File: src/rtl/rr_mux_reg.sv
// rr_mux_reg: N-channel, W-bit registered multiplexer with per-channel
// valid/ready handshakes. Each cycle one requesting channel is granted,
// chosen by round-robin or by fixed priority (channel 0 highest). The
// granted word is captured in a single output register that supports
// full throughput (drain and refill on the same edge).
module rr_mux_reg #(
    parameter int N     = 4,
    parameter int W     = 8,
    parameter int SEL_W = $clog2(N)
) (
    input  logic               clk,
    input  logic               rst,
    input  logic               prio_mode,
    input  logic [N-1:0]       in_valid,
    input  logic [N*W-1:0]     in_data,
    output logic [N-1:0]       in_ready,
    output logic               out_valid,
    output logic [W-1:0]       out_data,
    output logic [SEL_W-1:0]   out_sel,
    input  logic               out_ready
);

    localparam int unsigned NU   = N;
    localparam int unsigned LAST = N - 1;

    logic [SEL_W-1:0] rr_ptr;
    logic             load_en;
    logic             any_req;
    logic             hi_found;
    logic [SEL_W-1:0] hi_idx;
    logic [SEL_W-1:0] lo_idx;
    logic [SEL_W-1:0] grant_idx;
    logic [N-1:0]     grant;
    logic [W-1:0]     sel_data;
    logic [SEL_W-1:0] ptr_next;
    logic             xfer;

    // The output stage can take a word when empty or drained this cycle.
    assign load_en = !out_valid || out_ready;

    // Find the lowest requester overall and the lowest at or above rr_ptr.
    // A round-robin scan from rr_ptr with wrap is equivalent to taking the
    // first requester at/above rr_ptr, else the lowest requester overall;
    // this keeps every index constant after loop unrolling.
    always_comb begin
        any_req  = 1'b0;
        hi_found = 1'b0;
        lo_idx   = '0;
        hi_idx   = '0;
        for (int unsigned i = 0; i < NU; i++) begin
            if (in_valid[i]) begin
                if (!any_req) begin
                    any_req = 1'b1;
                    lo_idx  = SEL_W'(i);
                end
                if (!hi_found && (i >= 32'(rr_ptr))) begin
                    hi_found = 1'b1;
                    hi_idx   = SEL_W'(i);
                end
            end
        end
    end

    // Choose the winner according to the current arbitration mode.
    always_comb begin
        grant_idx = lo_idx;
        if (!prio_mode && hi_found) begin
            grant_idx = hi_idx;
        end
    end

    // One-hot grant vector and the data word of the winning channel.
    always_comb begin
        grant    = '0;
        sel_data = '0;
        for (int unsigned i = 0; i < NU; i++) begin
            if (any_req && (32'(grant_idx) == i)) begin
                grant[i] = 1'b1;
                sel_data = in_data[i*W +: W];
            end
        end
    end

    // Pointer moves just past the granted channel, wrapping after N-1.
    always_comb begin
        if (32'(grant_idx) == LAST) begin
            ptr_next = '0;
        end else begin
            ptr_next = grant_idx + SEL_W'(1);
        end
    end

    // Ready is withheld during reset and whenever the output stage is full.
    always_comb begin
        in_ready = '0;
        if (load_en && !rst) begin
            in_ready = grant;
        end
    end

    assign xfer = |in_ready;

    // Output register and round-robin pointer update.
    always_ff @(posedge clk) begin
        if (rst) begin
            out_valid <= 1'b0;
            out_data  <= '0;
            out_sel   <= '0;
            rr_ptr    <= '0;
        end else if (xfer) begin
            out_valid <= 1'b1;
            out_data  <= sel_data;
            out_sel   <= grant_idx;
            rr_ptr    <= ptr_next;
        end else if (load_en) begin
            out_valid <= 1'b0;
        end
    end

endmodule

File: config.mk
export PLATFORM = sky130hd
export DESIGN_NAME = rr_mux_reg
export DESIGN_NICKNAME = d
export VERILOG_FILES = /design/src/rtl/rr_mux_reg.sv
export SDC_FILE = /design/constraint.sdc
export NUM_CORES = 1
export LEC_CHECK = 0
export ABC_AREA = 1
export CORE_MARGIN = 2
export CORE_UTILIZATION = 30
export DETAILED_ROUTE_END_ITERATION = 7
export DONT_BUFFER_PORTS = 1
export PLACE_DENSITY = 0.56
export SLEW_MARGIN = 20
export SYNTH_ARGS = -nofsm -noshare
export SYNTH_HDL_FRONTEND = slang
export SYNTH_SLANG_ARGS = --single-unit
File: constraint.sdc
create_clock -name clk -period 1.8 [get_ports clk]
set_input_delay 0.18 -clock clk [delete_from_list [all_inputs] [get_ports clk]]
set_output_delay 0.18 -clock clk [all_outputs]
set_load 0.02 [all_outputs]
==> results of run 1 <==
==> critical path: stages (launching register included) <==
cell and delay [ns]:
dfxtp_2 0.32, nor2_1 0.09, nand2_1 0.08, nand2_2 0.09
nand2_2 0.07, nand3_2 0.07, nand2_2 0.10, nand2_2 0.10
nand2_4 0.08, inv_2 0.12, ha_4 0.14, buf_4 0.11
nand2_4 0.07, nor2_4 0.09, buf_6 0.12
==> flip-flops by register name, summed over array words and instances (netlist names) <==
register   count
out_data       8
out_sel        2
out_valid      1
rr_ptr         2
==> cells by family (layout without fill, tap and decap cells) <==
kind of cell,after synthesis,after routing
AND/OR/NAND/NOR,72,72
AO/OA/AOI/OAI,36,36
buffers and inverters,23,50
flip-flops,13,13
adder cells (fa/ha/maj),4,4
==> per-stage QoR <==
step                std cells  TNS (ns)  power, W  setup slack (ns)
detailed placement        206     -2.52  0.000875            -0.224
CTS                       218     -3.42   0.00110            -0.248
floorplan                 148    -0.347  0.000743           -0.0520
global route              219     -6.53   0.00128            -0.420
finish                    219     -4.32   0.00119            -0.283
global placement          206     -1.46  0.000863            -0.153
==> cells in the final DEF, fill, tap and decap left out, types with 2 or more instances in the layout <==
cell	instances
or2_2	8
nor2_2	2
nand3_1	25
nand3_2	4
buf_6	5
clkbuf_4	3
buf_4	24
o211ai_1	3
dfxtp_1	11
nand2_2	9
a21oi_1	19
ha_4	3
o21ai_2	5
inv_1	9
nand2_4	5
dfxtp_2	2
nand4_1	8
nor2_1	5
inv_2	4
o21ai_1	6
nand2_1	3
==> path summary, 6_finish.rpt <==
kind / cells after the start / startpoint / slack (ns) / endpoint
min: 2 / in_data[26] / 0.09 / out_data[2]$_SDFFE_PP0P_
max reg2reg: 13 / rr_ptr[1]$_SDFFE_PP0P_ / -0.28 / out_data[6]$_SDFFE_PP0P_
max: 14 / rr_ptr[0]$_SDFFE_PP0P_ / -0.28 / in_ready[3]
min reg2reg: 2 / out_sel[0]$_SDFFE_PP0P_ / 0.57 / out_sel[0]$_SDFFE_PP0P_
==> power groups by stage <==
stage	sequential [W]	clock (W)	combinational, W
3_5_place_dp	0.000430	0	0.000444
2_1_floorplan	0.000423	0	0.000320
5_1_grt	0.000436	0.000200	0.000644
3_3_place_gp	0.000430	0	0.000434
4_1_cts	0.000425	0.000182	0.000490
6_report	0.000428	0.000172	0.000588
==> what timing repair did <==
action / 4_1_cts / 5_1_grt
pin swaps: 2 / 10
hold endpoints to repair: 1 / 0
cloned: 0 / 1
setup endpoints to repair: 17 / 17
resized for setup: 11 / 42
buffers inserted: 7 / 1
hold buffers: 1 / 0
==> layout make-up <==
type / instances / area (µm²)
Timing Repair Buffer: 31 / 267
Sequential cell: 13 / 263
Tap cell: 44 / 55.1
Inverter: 15 / 63.8
Clock buffer: 4 / 26.3
Multi-Input combinational cell: 112 / 767
Fill cell: 332 / 1660
==> layer usage <==
metal / up-vias / routed length [µm]
met2: 35 / 1570
met4: 0 / 22
li1: 565 / -
met1: 509 / 1240
met5: - / 0
met3: 2 / 338
==> run metrics, run 1 <==
Hold Crit Class input port to flip-flop; switching part of the total between 40% and 50%; ys async rst share 0%; clock transition at the register clock pins on the worst setup and hold paths after CTS about 0.070 ns; final layout net count 220; final number of hold-violating endpoints 0; number of enable flip-flop cells after synthesis 0; TritonCTS Sinks 13; Via-to-Cell Ratio 5.07; unique cell type count in the Yosys netlist 22; fraction of layout cells with a size suffix above 1 roughly 47%; Static Leakage 0.622 nW; violated checks negative setup slack; Final Worst Setup Slack -0.283 ns; synthesis warning total 0; Tot GR Track Use between 10% and 20%; count of pins on the block boundary 55; Synth Area in Simple Gates 37.3%; multiplexer area fraction after synthesis 0%; Placement Rows 20; ant diodes 0; share of the clock period used by the worst path after layout 116%; count of final setup violators 17; Total Die Area ~3800 µm²; design internal power ~0.00069 W; combinational group share of total power ~50%; routability congestion estimate a little over 0.7; hpwl dp approximately 2300 µm; Post-Syn Area 987 µm²; Wirelength per Cell 14.5 µm; parity-gate share of the synthesized area counting xor and xnor cells 0%; starting DRC count in detailed routing 35; RSZ-0062 raised after global routing true; busiest layer in global routing met2; Synth Net Count approximately 190; most frequently used flop master after synthesis dfxtp_1; Max Slew Vio Count 0; vertical die dimension just over 60 µm; Final min period about 2.1 ns; Final Instance Area ~1400 µm²; number of antenna violations at the first check in global routing 0; global-route wire length before repair about 4300 µm; CTS Buf Count 3; Final Skew roughly 0.00038 ns; total congestion overflow 0; fmax a little under 500 MHz; clock tree from TritonCTS built; worst skew pair latency roughly 0.27 ns; outcome finished with violations; Slew @ Worst Pin 0.439 ns; total of buffers placed on input and output ports 0; DRC violation count after routing 0; Finished Core Util a little under half; worst setup path class flip-flop to output port; worst hold margin about 0.09 ns; Post-Syn Instances between 100 and 150; most common library cells after synthesis 29 x nand3_1, 20 x a21oi_1, 15 x nand2_1, 14 x inv_1; MaxCap Viol Count 0; leading area contributor after synthesis dfxtp_1; buffer type at the clock tree root clkbuf_4; top cells by area, synth dfxtp_1 26%, nand3_1 15%, a21oi_1 10%, o21ai_0 6.6%, nand2_1 5.7%; number of routed nets with antenna violations 0; Relative slew margins a little over two thirds; met3 Resource Use GR around 5.5%; relative contribution of sequential cells to total power a little over a third; Final Routed Wirelength between 3000 and 4000 µm; router iterations before antenna repair 5; maximum number of pins on one net before global-route repair 20; kind of end point of the critical path output port; Post-Synth Adder-Cell Area between 5 and 6%; part of the Yosys area used for sequential elements a little over a quarter; worst voltage drop across the vdd grid around 0.00044 V; Area growth syn-to-layout 46.0%; Pwr Density 824 nW/µm²; data required time of the critical path around 1.6 ns; Avg Cell Area, Syn 6.67 µm²; post-synthesis compound-gate area fraction around a fifth; buffer depth of the longest clock path 2; fraction of post-synthesis cell area in the top cell type by area between 20% and 30%; part of the total power dissipated in the clock network around 14%; Cell Area, Placed around 1200 µm²; maximum fanout encountered on the critical timing path 4; area of the core region around 3100 µm²; combinational family with the most area after synthesis simple AND/OR/NAND/NOR gates; htree depth 1; switching power 0.000494 W; CP Launch Type flip-flop; die extent in x between 60 and 70 µm; fraction of met1 tracks used by global routing 17.5%; routed via count about 1100; initial cell density of the core 31.8%; FF+latch count, synth 13; met2 track demand over resource in global routing between 20% and 30%; dominant cell by count in the synthesized netlist nand3_1; critical path arrival roughly 1.9 ns; number of global-route vias before repair between 1000 and 1500
Note: power is estimated with default switching activity, not from simulation.
==> inputs of run 2 (changes only) <==
--- a/config.mk
+++ b/config.mk
@@ -6,10 +6,12 @@
 export NUM_CORES = 1
 export LEC_CHECK = 0
 export ABC_AREA = 1
+export ABC_CLOCK_PERIOD_IN_PS = 1800
 export CORE_MARGIN = 2
 export CORE_UTILIZATION = 30
 export DETAILED_ROUTE_END_ITERATION = 7
 export DONT_BUFFER_PORTS = 1
+export MAX_ROUTING_LAYER = met4
 export PLACE_DENSITY = 0.56
 export SLEW_MARGIN = 20
 export SYNTH_ARGS = -nofsm -noshare
==> run 2 against run 1 <==
Compared with the run above:
- the run still ends with negative setup slack left
- critical path depth did not move
- cell count unchanged
- register-to-register slack barely moved
- non-clock buffer count unchanged
- largest cell class unchanged
- via count is 0.54% higher
- sequential share of layout area hardly changed
- final area is 0.26% higher
- clock skew rose by 0.0031 ns
- utilization grew 0.12 points
==> run metrics, run 2 (synthesis gave the netlist of run 1 again) <==
outcome finished with violations; violated checks negative setup slack; global-route wire length before repair 4340 µm (unchanged); htree depth 1 (unchanged); CTS Buf Count 3 (unchanged); buffer type at the clock tree root clkbuf_4; Final Worst Setup Slack -0.286 ns (-0.00285 ns); number of global-route vias before repair 1029 (+0.19%); largest registers out_data (8), out_sel (2), rr_ptr (2); clock tree from TritonCTS built; commonest cells after routing, fill and taps aside 25 x nand3_1, 24 x buf_4, 19 x a21oi_1, 11 x dfxtp_1; hpwl dp 2260 µm (unchanged); Static Leakage 0.623 nW (+0.13%); cell count after placement 206 (unchanged); relative contribution of sequential cells to total power 36.1% (about the same); Total Die Area 3770 µm² (unchanged); Total Neg Setup Slack -4.38 ns (-0.0545 ns); worst hold path endpoint out_data[2]$_SDFFE_PP0P_; number of inserted filler cells in the final layout 332 (unchanged); number of routed nets with antenna violations 0 (unchanged); routability congestion estimate 0.728 (+1.2%); data required time of the critical path 1.62 ns (about the same); flip-flop count of the largest register, all copies and words added 8 (unchanged); destination of the worst register-to-register timing path out_data[6]$_SDFFE_PP0P_; clock transition at the register clock pins on the worst setup and hold paths after CTS 0.07 ns (about the same); final layout net count 220 (unchanged); worst skew pair latency 0.27 ns (about the same); Relative slew margins 69.4% (-1.3 points); Placement Rows 20 (unchanged); Max Slew Vio Count 0 (unchanged); slowest CP cell dfxtp_2; router iterations before antenna repair 5 (unchanged); routed via count 1117 (+0.54%); maximum single-stage delay on the critical path 0.32 ns (about the same); Wirelength per Cell 14.5 µm (about the same); part of the total power dissipated in the clock network 14.4% (about the same); Slew @ Worst Pin 0.459 ns (+0.0198 ns); non-filler cells in the finished layout 219 (unchanged); design internal power 0.000695 W (+0.15%); worst setup path class flip-flop to output port; MaxCap Viol Count 0 (unchanged); most common cell after layout, fill and taps aside nand3_1; fmax 479 MHz (-0.14%); switching power 0.000496 W (+0.31%); total of buffers placed on input and output ports 0 (unchanged); number of antenna violations at the first check in global routing 0 (unchanged); Area growth syn-to-layout 46.4%; DRC violation count after routing 0 (unchanged); kind of end point of the critical path output port; critical path arrival 1.91 ns (about the same); TritonCTS Sinks 13 (unchanged); length in cells of the worst reg-to-reg path 13 (unchanged); vertical die dimension 61.4 µm (unchanged); Final min period 2.09 ns (+0.00285 ns); Worst Min Path Start in_data[26]; Pwr Density 824 nW/µm² (about the same); die extent in x 61.4 µm (unchanged); CP most frequent cell nand2_2; initial cell density of the core 31.8% (unchanged); fraction of layout cells with a size suffix above 1 47.4% (+0.57 points); area of the core region 3100 µm² (unchanged); Hold Crit Class input port to flip-flop; Via-to-Cell Ratio 5.10 (+0.54%); Final Skew 0.00343 ns (+0.00305 ns); Cells on Worst Hold Path 2 (unchanged); setup slack at placement -0.224 ns (unchanged); power after layout 0.00119 W (+0.22%); crit path cell chain nor2_1, nand2_1, nand2_2, nand2_2, nand3_2, nand2_2, nand2_2, nand2_4, inv_2, ha_4, buf_4, nand2_4, nor2_4, buf_6; Tot GR Track Use 16.2% (+0.49 points); reg2reg setup slack -0.28 ns (about the same); count of final setup violators 17 (unchanged); worst r2r src rr_ptr[1]$_SDFFE_PP0P_; worst voltage drop across the vdd grid 0.000438 V (-0.95%); combinational group share of total power 49.5% (about the same); maximum number of pins on one net before global-route repair 20 (unchanged); total congestion overflow 0 (unchanged); ant diodes 0 (unchanged); RSZ-0062 raised after global routing true; final number of hold-violating endpoints 0 (unchanged); buffer depth of the longest clock path 2 (unchanged); CP Launch Type flip-flop; maximum fanout encountered on the critical timing path 4 (unchanged); largest reg by FF count out_data; share of the clock period used by the worst path after layout 116% (+0.16 points); count of pins on the block boundary 55 (unchanged); starting DRC count in detailed routing 53 (+51%); switching part of the total 41.7% (about the same); Final Routed Wirelength 3180 µm (about the same); Finished Core Util 46.6% (+0.12 points)
## run 2: timing repair
action	4_1_cts	5_1_grt
endpoints found under the hold margin	1	0
hold buffers	1	0
gates resized for setup	11	43
endpoints found under the setup margin	17	17
pin swaps	2	10
cloned	0	1
setup buffers	7	1
## run 2: worst max-delay path by stage
| stage | start | endpoint | slack, ns | cells past startpoint |
|---|---|---|---|---|
| after detailed placement | rr_ptr[1]$_SDFFE_PP0P_ | out_data[6]$_SDFFE_PP0P_ | -0.22 | 15 |
| final | rr_ptr[0]$_SDFFE_PP0P_ | in_ready[3] | -0.29 | 14 |
| after floorplan | rr_ptr[0]$_SDFFE_PP0P_ | rr_ptr[0]$_SDFFE_PP0P_ | -0.05 | 17 |
| after CTS | rr_ptr[0]$_SDFFE_PP0P_ | in_ready[1] | -0.25 | 14 |
| after global routing | rr_ptr[0]$_SDFFE_PP0P_ | in_ready[3] | -0.42 | 14 |
| after global placement | rr_ptr[0]$_SDFFE_PP0P_ | out_data[7]$_SDFFE_PP0P_ | -0.15 | 14 |
## run 2: cell type report
| cell class | count | area [µm²] | share of cell area (%) |
|---|---|---|---|
| Clock buffer | 4 | 26.3 | 1.82 |
| Tap cell | 44 | 55.1 | 3.81 |
| Inverter | 15 | 63.8 | 4.42 |
| Timing Repair Buffer | 31 | 267 | 18.4 |
| Sequential cell | 13 | 263 | 18.2 |
| Multi-Input combinational cell | 112 | 771 | 53.3 |
## run 2: power groups by stage
stage	Clock (W)	Combinational, W	Sequential [W]
6_report	0.000172	0.000590	0.000429
3_5_place_dp	0	0.000444	0.000430
5_1_grt	0.000200	0.000646	0.000437
3_3_place_gp	0	0.000434	0.000430
2_1_floorplan	0	0.000320	0.000423
4_1_cts	0.000182	0.000490	0.000425
## run 2: critical path: cells and delay by family (launching register included)
| kind | cells | cell delay, ns |
|---|---|---|
| DFF | 1 | 0.32 |
| adders and majority gates | 1 | 0.14 |
| buffers and inverters | 3 | 0.35 |
| and+or+nand+nor | 10 | 0.83 |
## run 2: per-layer routing
| metal | part of all wire (%) | vias up | GRT usage, % |
|---|---|---|---|
| li1 | - | 566 | - |
| met3 | 8.8 | 4 | 3.99 |
| met5 | 0 | - | - |
| met4 | 1.2 | 0 | 7.60 |
| met2 | 49 | 34 | 26.6 |
| met1 | 41 | 513 | 18.4 |
## run 2: through the flow
stage / hold slack [ns] / area, µm²
after detailed placement: 0.255 / 1160
after floorplan: 0.249 / 1010
final: 0.0913 / 1450
after CTS: 0.0907 / 1280
after global routing: 0.0983 / 1450
after global placement: 0.254 / 1160
